File: src/rtl/mem_port_arbiter.sv
// Shares one RAM port between the CPU and the IO/DMA requester.
// One transaction runs at a time. IO writes below IO_MEM are dropped and flagged.
module mem_port_arbiter #(
    parameter int unsigned      WIDTH        = 16,
    parameter logic [WIDTH-1:0] IO_MEM       = WIDTH'(16'hCFFD),
    parameter bit               CPU_PRIORITY = 1'b0
) (
    input  logic             clk,
    input  logic             reset,
    input  logic             cpu_req,
    input  logic             cpu_we,
    input  logic [WIDTH-1:0] cpu_adr,
    input  logic [WIDTH-1:0] cpu_wdata,
    output logic             cpu_gnt,
    output logic [WIDTH-1:0] cpu_rdata,
    output logic             cpu_rvalid,
    input  logic             io_req,
    input  logic             io_we,
    input  logic [WIDTH-1:0] io_adr,
    input  logic [WIDTH-1:0] io_wdata,
    output logic             io_gnt,
    output logic [WIDTH-1:0] io_rdata,
    output logic             io_rvalid,
    output logic             io_err,
    output logic [WIDTH-1:0] mem_adr,
    output logic [WIDTH-1:0] mem_wdata,
    output logic             mem_we,
    input  logic [WIDTH-1:0] mem_rdata,
    output logic             busy
);

    typedef enum logic [1:0] {
        IDLE   = 2'd0,
        ACCESS = 2'd1,
        RESP   = 2'd2
    } state_t;

    typedef enum logic {
        OWN_CPU = 1'b0,
        OWN_IO  = 1'b1
    } owner_t;

    state_t state;
    owner_t owner;
    owner_t last_owner;
    logic   cmd_we;

    logic pick_cpu_c;
    logic io_write_ok_c;

    // Winner selection: a lone requester wins; a tie goes by priority or round-robin
    always_comb begin
        pick_cpu_c = 1'b0;
        if (cpu_req && !io_req) begin
            pick_cpu_c = 1'b1;
        end else if (cpu_req && io_req) begin
            pick_cpu_c = CPU_PRIORITY || (last_owner == OWN_IO);
        end
    end

    assign io_write_ok_c = (io_adr >= IO_MEM);
    assign busy          = (state != IDLE);

    // mem_adr/mem_wdata double as the captured command registers
    always_ff @(posedge clk or posedge reset) begin
        if (reset) begin
            state      <= IDLE;
            owner      <= OWN_CPU;
            last_owner <= OWN_IO;
            cmd_we     <= 1'b0;
            cpu_gnt    <= 1'b0;
            io_gnt     <= 1'b0;
            cpu_rvalid <= 1'b0;
            io_rvalid  <= 1'b0;
            io_err     <= 1'b0;
            mem_we     <= 1'b0;
            mem_adr    <= '0;
            mem_wdata  <= '0;
            cpu_rdata  <= '0;
            io_rdata   <= '0;
        end else begin
            cpu_gnt    <= 1'b0;
            io_gnt     <= 1'b0;
            cpu_rvalid <= 1'b0;
            io_rvalid  <= 1'b0;
            io_err     <= 1'b0;
            mem_we     <= 1'b0;
            case (state)
                IDLE: begin
                    if (cpu_req || io_req) begin
                        state <= ACCESS;
                        if (pick_cpu_c) begin
                            owner      <= OWN_CPU;
                            last_owner <= OWN_CPU;
                            cpu_gnt    <= 1'b1;
                            cmd_we     <= cpu_we;
                            mem_adr    <= cpu_adr;
                            mem_wdata  <= cpu_wdata;
                            mem_we     <= cpu_we;
                        end else begin
                            owner      <= OWN_IO;
                            last_owner <= OWN_IO;
                            io_gnt     <= 1'b1;
                            cmd_we     <= io_we;
                            mem_adr    <= io_adr;
                            mem_wdata  <= io_wdata;
                            mem_we     <= io_we && io_write_ok_c;
                            io_err     <= io_we && !io_write_ok_c;
                        end
                    end
                end
                ACCESS: begin
                    // A blocked IO write still completes as a write
                    state <= cmd_we ? IDLE : RESP;
                end
                RESP: begin
                    state <= IDLE;
                    if (owner == OWN_CPU) begin
                        cpu_rdata  <= mem_rdata;
                        cpu_rvalid <= 1'b1;
                    end else begin
                        io_rdata   <= mem_rdata;
                        io_rvalid  <= 1'b1;
                    end
                end
                default: begin
                    state <= IDLE;
                end
            endcase
        end
    end

endmodule

File: config.mk
export PLATFORM = sky130hd
export DESIGN_NAME = mem_port_arbiter
export DESIGN_NICKNAME = d
export VERILOG_FILES = /design/src/rtl/mem_port_arbiter.sv
export SDC_FILE = /design/constraint.sdc
export NUM_CORES = 1
export LEC_CHECK = 0
export CAP_MARGIN = 20
export CORE_MARGIN = 4
export CORE_UTILIZATION = 40
export DETAILED_ROUTE_END_ITERATION = 6
export PLACE_DENSITY = 0.83
export SLEW_MARGIN = 15
export SYNTH_ARGS = -nofsm -noshare
export SYNTH_HDL_FRONTEND = slang
export SYNTH_SLANG_ARGS = --single-unit
File: constraint.sdc
create_clock -name clk -period 3.2 [get_ports clk]
set_input_delay 0.64 -clock clk [delete_from_list [all_inputs] [get_ports clk]]
set_output_delay 0.64 -clock clk [all_outputs]
set_load 0.005 [all_outputs]
==> implementation parameters <==
Parameter                              Value

Timing
  Slew at the pin with the worst max-slew slack    1.03 ns
  Final clock period utilization by the worst path    roughly 67%
  Number of hold violations in the final report    0
  Shortest period the worst path allows    2.14 ns
  Clock skew after layout    about 0.0062 ns
  Final hold slack    0.435 ns
  Worst rel slew slack    between 30% and 40%
  Count of pins over their slew limit    0
  Setup repair after global routing missed its margin    false
  Final setup vio count    0
  Highest clock frequency the design can meet    0.467 GHz
  Smallest setup slack after layout    1.06 ns
  Sum of negative setup slack    0 ns

Floorplan
  Number of I/O pins    157
  Initial Utilization    between 40% and 50%
  Number of cell rows    32
  Die area    between 0.009 and 0.01 mm²
  Die extent in y    just under 100 µm
  Core area    0.00773 mm²
  Die X-Extent    between 90 and 100 µm

Outcome
  Outcome    finished clean

Worst setup path
  Library cell contributing the largest single delay on the critical path    sky130_fd_sc_hd__clkdlybuf4s50_1
  Kind of capture point of the worst setup path    output pin
  Class of the most critical setup path    reg -> out
  CP Data Arrival Time    1.50 ns
  Path depth of the worst reg2reg path    2
  Setup slack of the most critical reg-to-reg path    between 1 and 1.5 ns
  Buf+Inv Stages, Crit Path    1
  Crit path max-delay family    buffers and inverters
  Capturing point of the worst reg2reg path    cpu_rdata[8]
  Series of cell instances along the critical path    or2_4 > clkdlybuf4s50_1
  Max FO, Critical Path    4
  Kind of start point of the critical path    flip-flop
  Worst r2r src    state[0]
  Data required, critical path    about 2.6 ns
  Largest stage delay, worst path    0.45 ns

Global route
  Met1 demand-to-capacity share in global routing    21.7%
  Largest net degree at the start of global routing    76
  Global router's overall resource usage    18.1%
  Met3 routing resource usage after global routing    6.82%
  Antenna violations before repair    0
  First-pass GRT wire length    13.6 mm
  Busiest grt layer    met2
  Total global routing overflow    0
  Vias in the first global route    2741
  Met2 routing resource usage after global routing    30.3%

Logic synthesis
  Syn Std Cell Area    0.00318 mm²
  Area fraction of the dominant cell type after synthesis    58.3%
  Cells after Synth    between 200 and 300
  Post-Synthesis Mean Instance Area    11.4 µm²
  Commonest cells post-synth    sky130_fd_sc_hd__dfrtp_1, sky130_fd_sc_hd__nand2_1, sky130_fd_sc_hd__nor2_1, sky130_fd_sc_hd__a21oi_1, sky130_fd_sc_hd__mux2i_1
  Synthesized Nets    365
  Post-synth EDFFs    0
  Number of distinct library cell variants in the gate-level netlist after synthesis    31
  Cells taking the most area after synthesis    sky130_fd_sc_hd__dfrtp_1, sky130_fd_sc_hd__mux2i_1, sky130_fd_sc_hd__nand2_1
  Library cell with the largest summed area after synthesis    sky130_fd_sc_hd__dfrtp_1
  Total of flip-flops plus latches after synthesis    75
  Warning count from the yosys run    0
  Proportion of synthesized chip area in sequential cells    59.1%
  Most numerous cell in the Yosys netlist    sky130_fd_sc_hd__dfrtp_1
  Async S/R FF share, synth    100%
  Dominant register cell in the synthesized netlist    sky130_fd_sc_hd__dfrtp_1

CTS
  PostCTS Resize Cnt    0
  Number of buffers inserted by post-CTS setup repair    0
  CTS Buffer Depth    2
  Count of hold buffers inserted by post-cts repair    0
  # H-tree levels    3
  Cell at the root of the clock tree    sky130_fd_sc_hd__clkbuf_8
  Clk_lat worst skew    ~0.34 ns
  Number of CTS-inserted buffers    9
  CTS clk-pin slew, worst paths    0.08 ns
  Clock tree from TritonCTS    done
  Sinks on Clock Net    75

Layout
  Final cell count without fillers    between 500 and 600
  Finished layout cell area    0.00509 mm²
  Ratio of cells with drive above 1 in the final layout    9.95%
  Area added between synthesis and finish    60.3%
  NumNets Final    523
  Number of filler cells placed in the layout    591
  End-of-flow core utilization    65.9%
  Count of inserted antenna diode cells    0

Hold path
  Min-Delay Path Depth    1
  Tightest Hold Check Type    reg -> reg
  Hold path startpoint    cmd_we
  End of the worst hold path    state[1]

Place
  Instance area after placement    0.00483 mm²
  Last weighted congestion value of the routability-driven placer    0.709
  Placed wire-length estimate    6.25 mm
  Setup slack after placement    1.00 ns
  Total instance count after detailed placement    528
  Count of buffers inserted at the top-level ports    156

Run
  Max_cap viols    0

Drt
  Final ANT Viol Nets    0
  Via density per instance    4.87
  Initial DRC count    76
  Via count    2647
  1st-pass router iterations    4
  Average wire length per cell after detail routing    about 16 µm
  Number of design rule violations left after detail routing    0
  Final WL    8.45 mm

Pwr
  Power density normalized to cell area    between 800 and 900 mW/mm²
  Worst supply voltage drop on vdd    419 µV
  Final Total Pwr    4.55 mW
  Leakage power total    ~2.3 nW
[where the power goes]
part	switching (mW)	internal [mW]
clock	0.358	0.565
combinational	0.753	1.20
sequential	0.262	1.41
total	1.37	3.17
[worst reg2reg max path: cells and delay by family, from the launching register on]
family / cells / cell delay, ns
AND/OR/NAND/NOR: 1 / 0.88
flip-flops: 1 / 0.44
multiplexers: 1 / 0.42
[final cells by class]
type | count | area (µm²) | area share (%)
clock buffer | 11 | 151 | 2.97
clock inverter | 5 | 108 | 2.11
inverter | 3 | 11.3 | 0.221
multi-input combinational | 187 | 1190 | 23.4
sequential | 75 | 1880 | 36.9
tap | 102 | 128 | 2.51
timing repair buffer | 161 | 1620 | 31.9
[worst max-delay path by stage]
stage,startpoint,end,slack [ns],cells after the start
after CTS,state[1],busy,1.04,2
final,state[1],busy,1.06,2
after floorplan,reset,cmd_we,0.65,1
after detailed placement,io_req,mem_wdata[13],1.0,6
after global routing,state[1],busy,0.99,2
after global placement,io_req,mem_adr[4],1.07,6
[flip-flops by register name (all words and copies together) (netlist names)]
| register | flops |
|---|---|
| cpu_rvalid | 1 |
| io_err | 1 |
| io_gnt | 1 |
| owner | 1 |
| cpu_rdata | 16 |
| mem_we | 1 |
| mem_wdata | 16 |
| cpu_gnt | 1 |
| state | 2 |
| last_owner | 1 |
| io_rdata | 16 |
| mem_adr | 16 |
| cmd_we | 1 |
| io_rvalid | 1 |
[cell families (layout without fill, tap and decap cells)]
| group | count (synthesis) | in the layout | share of synthesized area [%] |
|---|---|---|---|
| and+or+nand+nor | 100 | 100 | 13.7 |
| DFF | 75 | 75 | 59.1 |
| muxes | 48 | 48 | 16.8 |
| AOI/OAI and AO/OA | 39 | 39 | 6.66 |
| buffers and inverters | 17 | 180 | 3.74 |
[metal layers]
layer  up-vias  wire [µm]
li1       1261          -
met1      1262       3300
met2       119       4310
met3         5        782
met4         0         52
met5         -          0
[layout by cell type (no fill, tap or decap), drive strengths merged]
| cell type | netlist | layout |
|---|---|---|
| a31oi | 1 | 1 |
| clkinv | 1 | 2 |
| a21oi | 32 | 32 |
| inv | 2 | 3 |
| nand3 | 1 | 1 |
| nand4 | 2 | 2 |
| or2 | 1 | 1 |
| nor3b | 2 | 2 |
| nand2 | 49 | 49 |
| nand4bb | 1 | 1 |
| bufinv | 0 | 3 |
| nor3 | 1 | 1 |
| clkdlybuf4s50 | 0 | 156 |
| clkbuf | 1 | 11 |
| o211a | 1 | 1 |
| o211ai | 3 | 3 |
| and2 | 1 | 1 |
| nor2 | 40 | 40 |
| dfrtp | 74 | 74 |
| nand3b | 1 | 1 |
| a21boi | 1 | 1 |
| buf | 13 | 5 |
| mux2 | 16 | 16 |
| o21ai | 1 | 1 |
| mux2i | 32 | 32 |
| dfstp | 1 | 1 |
| nor4 | 1 | 1 |
(Power assumes the default switching activity.)
==> edit 1: new RTL, same settings <==
`WIDTH`: 16 -> 24.
--- a/src/rtl/mem_port_arbiter.sv
+++ b/src/rtl/mem_port_arbiter.sv
@@ -1,7 +1,7 @@
 // Shares one RAM port between the CPU and the IO/DMA requester.
 // One transaction runs at a time. IO writes below IO_MEM are dropped and flagged.
 module mem_port_arbiter #(
-    parameter int unsigned      WIDTH        = 16,
+    parameter int unsigned      WIDTH        = 24,
     parameter logic [WIDTH-1:0] IO_MEM       = WIDTH'(16'hCFFD),
     parameter bit               CPU_PRIORITY = 1'b0
 ) (
Interface: changed (9 resized); port bits go from 157 to 229. No check against the original RTL was run, so the function may have changed too.
==> edit 1 against the original RTL <==
- synthesized area increased by 42%
- wire length increased by 58%
- critical path depth unchanged
- sequential cell count increased by 32
- worst setup slack worse by 30 ps
- register-to-register slack about the same
- design area rose by 41%
- power grew 41%
- largest power group unchanged
- highest routed layer unchanged
==> edit 1: results (changes against the original RTL) <==
[route]
drtPass1Iterations = 5  ; was 4
dr.first_iter.drc_count = 294  ; was 76
viasPerCell = 5.03  ; was 4.87

[synth]
ys_top_cells_by_count = 172 x nand2_1, 106 x dfrtp_1, 46 x nor2_1, 39 x a31oi_1, 24 x mux2_2  ; was 74 x dfrtp_1, 49 x nand2_1, 39 x nor2_1, 32 x a21oi_1, 32 x mux2i_1
ys_seq_area_share_pct = 59.3  ; was 59.1%
ys_top_cells_by_area = dfrtp_1 59%, nand2_1 14%, mux2_2 6.0%  ; was dfrtp_1 58%, mux2i_1 10%, nand2_1 5.8%
synth-compound-area-share_pct = 8.87  ; was 6.66%
synth_cell_types = 30  ; was 31
syn_nets = 584  ; was 365
synthMuxAreaShare_pct = 5.99  ; was 16.8%

[finish]
finalNetCount = 803  ; was 523
fillCellCount = 852  ; was 591
drive_gt1_share_pct = 11.1  ; was 9.95%

[timing]
relSlewSlack_pct = 54.1  ; was 31.1%

[floorplanning]
start_util_pct = 41.3  ; was 41.1%

[grt]
grt_start_max_net_pins = 102  ; was 76
grt_pass1_vias = 4337  ; was 2741
grtUsageTotal_pct = 20.8  ; was 18.1%
grt_pass1_wl_microns = 21700  ; was 13600 microns

[clocking]
path_clk_slew_ps = 70

[worst_setup_path]
cp_slowest_stage_delay_ps = 510  ; was 450 ps
arrival_ps = 1530  ; was 1500 ps

[placed_design]
place.detailed.hpwl_microns = 10300  ; was 6250 microns
dp_slack_ps = 785  ; was 1000 ps
io_buffers = 228  ; was 156
gp_congestion = 0.881  ; was 0.709

[run_status]
status = complete, no violations  ; unchanged

[power]
peakVddDrop_mv = 0.486  ; was 0.419 mV
total_leakage_power_uw = 0.00307  ; was 0.00227 uW

[edit 1: changes by cell type in the layout (fill, tap and decap cells not counted), moves of 31 or more]
cell             before  now
a21oi_1              32    1
a31oi_1               1   39
clkdlybuf4s50_1     156  228
dfrtp_1              74  106
mux2i_1              32    0
nand2_1              49  171
[edit 1: path summary, 6_finish.rpt]
check | depth (start not counted) | end | slack, ps | startpoint
hold reg to reg | 1 | state[1] | 460 | cmd_we
min in group asynchronous | 2 | mem_wdata[12] | 660 | reset
hold / removal | 1 | state[1] | 460 | cmd_we
setup / recovery | 2 | busy | 1030 | state[0]
setup reg to reg | 5 | mem_wdata[13] | 1350 | last_owner
max in group asynchronous | 3 | io_rdata[9] | 1950 | reset
[edit 1: critical path: cells and delay by family (launching register included)]
| kind | cells | cell delay (ps) |
|---|---|---|
| flip-flops | 1 | 420 |
| buffers and inverters | 1 | 510 |
| AND/OR/NAND/NOR | 1 | 280 |
[edit 1: area by class of cell]
type | instances | area share (%)
flip-flops and latches | 107 | 37.2
repair buffers | 236 | 32.9
multi-input cells | 320 | 23.2
clock buffers | 10 | 3.18
well taps | 140 | 2.43
clock inverters | 6 | 0.851
inverters | 3 | 0.226
[edit 1: stage by stage]
stage	cell area, sq um	std cells
2_1_floorplan	4520	458
3_3_place_gp	6910	806
3_5_place_dp	6910	806
4_1_cts	7200	822
5_1_grt	7200	822
6_report	7200	822
[edit 1: cell families (layout without fill, tap and decap cells)]
family / count (synthesis) / count (layout)
AND/OR/NAND/NOR: 243 / 243
flip-flops: 107 / 107
AO/OA/AOI/OAI: 53 / 53
buffers and inverters: 31 / 255
multiplexers: 24 / 24
[edit 1: routing by layer]
metal  vias to the layer above  share of wire [%]  GRT usage [%]
li1                       1952                  -              -
met1                      1969                 41           26.0
met2                       198                 49           35.4
met3                        12                9.0           6.87
met4                         0                1.2           4.51
met5                         -                  0              0
[edit 1: where the power goes]
part / leakage, uW / internal, uW / switching [uW]
combinational: 0.00167 / 1740 / 1190
sequential: 0.00126 / 2030 / 389
clock: 0.000138 / 545 / 505
total: 0.00307 / 4310 / 2080
==> edit 2: new RTL, config.mk and constraints unchanged <==
Made on the original files. Register the output `io_err` once more, cleared by the reset; this adds one clock of latency there. The other outputs are not delayed to match.
--- a/src/rtl/mem_port_arbiter.sv
+++ b/src/rtl/mem_port_arbiter.sv
@@ -40,6 +40,8 @@
         OWN_IO  = 1'b1
     } owner_t;
 
+    logic io_err_s0;
+
     state_t state;
     owner_t owner;
     owner_t last_owner;
@@ -72,7 +74,7 @@
             io_gnt     <= 1'b0;
             cpu_rvalid <= 1'b0;
             io_rvalid  <= 1'b0;
-            io_err     <= 1'b0;
+            io_err_s0  <= 1'b0;
             mem_we     <= 1'b0;
             mem_adr    <= '0;
             mem_wdata  <= '0;
@@ -83,7 +85,7 @@
             io_gnt     <= 1'b0;
             cpu_rvalid <= 1'b0;
             io_rvalid  <= 1'b0;
-            io_err     <= 1'b0;
+            io_err_s0  <= 1'b0;
             mem_we     <= 1'b0;
             case (state)
                 IDLE: begin
@@ -105,7 +107,7 @@
                             mem_adr    <= io_adr;
                             mem_wdata  <= io_wdata;
                             mem_we     <= io_we && io_write_ok_c;
-                            io_err     <= io_we && !io_write_ok_c;
+                            io_err_s0  <= io_we && !io_write_ok_c;
                         end
                     end
                 end
@@ -130,5 +132,13 @@
         end
     end
 
+    always_ff @(posedge clk or posedge reset) begin
+        if (reset) begin
+            io_err <= '0;
+        end else begin
+            io_err <= io_err_s0;
+        end
+    end
+
 endmodule
 
Function: changed (Yosys sat finds a counterexample within 4 cycles, from zero or initial values and one cycle with reset high).
==> edit 2 against the original RTL <==
- power decreased by 0.81%
- global-route usage rose by 0.068 points
- design area down 0.74%
- wire length shrank 1.5%
- sequential cell count grew 1
- die area shrank 0.29%
- largest cell class unchanged
- critical path type unchanged
- worst setup slack got worse by 120 ps
- synthesized area shrank 0.32%
- clock power shrank 2.9%
- non-clock buffer count stayed put
==> edit 2: results (changes against the original RTL) <==
[clocking]
cts_setup_buffers = 0  ; unchanged
cts-resized-gates = 0  ; unchanged
max-clock-path-buffers = 2  ; unchanged
clkLatencyLatePin_ps = 340  ; about the same
htree_levels = 3  ; unchanged
root_buffer = clkbuf_8  ; unchanged
cts_buffers = 9  ; unchanged

[synth]
ys_async_sr_fraction_pct = 100  ; unchanged
synth_cell_types = 27  ; was 31
synthMuxAreaShare_pct = 15.8  ; was 16.8%
syn_nets = 366  ; was 365
synthAdderAreaFrac_pct = 0  ; unchanged
synth-xor-area-share_pct = 0  ; unchanged
synth-compound-area-share_pct = 6.40  ; was 6.66%
ys_top_cells_by_area = dfrtp_1 59%, mux2i_1 10%, nand2_1 5.8%  ; was dfrtp_1 58%, mux2i_1 10%, nand2_1 5.8%
ys_seq_area_share_pct = 60.1  ; was 59.1%
ys_top_cells_by_count = 75 x dfrtp_1, 49 x nand2_1, 40 x nor2_1, 32 x a21oi_1, 32 x mux2i_1  ; was 74 x dfrtp_1, 49 x nand2_1, 39 x nor2_1, 32 x a21oi_1, 32 x mux2i_1

[route]
drt-met1-wl_microns = 3360  ; was 3300 microns
drtPass1Iterations = 5  ; was 4
vias = 2631  ; was 2647
wl_per_cell_microns = 15.3  ; was 15.5 microns
wl_met3_microns = 948  ; was 782 microns
wl_met2_microns = 3900  ; was 4310 microns
dr.first_iter.drc_count = 45  ; was 76

[placed_design]
io_buffers = 156  ; unchanged
gp_congestion = 0.735  ; was 0.709
place.detailed.hpwl_microns = 6340  ; was 6250 microns

[finish]
fillCellCount = 596  ; was 591
drive_gt1_share_pct = 9.50  ; was 9.95%
finalNetCount = 523  ; unchanged
n_antenna_cell = 0  ; unchanged

[power]
pg_comb_uw = 1930
cell_internal_pwr_uw = 3150  ; was 3170 uW
power_switching_uw = 1360  ; was 1370 uW
total_leakage_power_uw = 0.00224  ; was 0.00227 uW
p_clk_uw = 896  ; was 923 uW
peakVddDrop_mv = 0.467  ; was 0.419 mV

[worst_setup_path]
r2r_slack_ps = 1430  ; was 1350 ps
rr_endpoint = cpu_rdata[4]  ; was cpu_rdata[8]
crit_path_max_fanout = 4  ; unchanged
worstSetupStartpoint = state[0]  ; was state[1]

[run_status]
status = complete, no violations  ; unchanged

[grt]
grt_start_max_net_pins = 51  ; was 76
grtUsageTotal_pct = 18.1  ; about the same
gr-usage-met2_pct = 29.5  ; was 30.3%
grt_pass1_vias = 2786  ; was 2741
grt_antenna_before_repair = 0  ; unchanged
use_met1_pct = 22.0  ; was 21.7%
grt_pass1_wl_microns = 13800  ; was 13600 microns
grt_util_met3_pct = 7.57  ; was 6.82%

[min_path]
hold_depth = 0  ; was 1
min_from = io_err_s0  ; was cmd_we
holdPathEnd = io_err  ; was state[1]
hp-class = register to register  ; unchanged

[timing]
skew_ps = 10.6  ; was 6.24 ps
relSlewSlack_pct = 37.2  ; was 31.1%

==> edit 2: cells by family (layout without fill, tap and decap cells) <==
| group | count (synthesis) | in the layout |
|---|---|---|
| compound gates | 38 | 38 |
| buf+inv | 18 | 180 |
| flops | 76 | 76 |
| mux | 48 | 48 |
| simple gates | 100 | 100 |
==> edit 2: worst max-delay path: stages (launching register included) <==
cell,delay [ps]
dfrtp_1,410
or2_1,300
clkdlybuf4s50_1,580
==> edit 2: cell type report <==
type,count,share of cell area [%]
flip-flops and latches,76,37.7
repair buffers,161,31.9
multi-input cells,186,22.7
clock buffers,12,3.07
well taps,102,2.53
clock inverters,4,1.88
inverters,3,0.248
==> edit 2: per-stage QoR <==
stage | worst slack [ps] | hold slack (ps) | cell area (sq um) | instances
finish | 937 | 349 | 5050 | 544
global route | 833 | 356 | 5050 | 544
CTS | 911 | 351 | 5050 | 544
detailed placement | 967 | 335 | 4800 | 528
global placement | 989 | 335 | 4800 | 528
floorplan | 623 | 331 | 3170 | 280
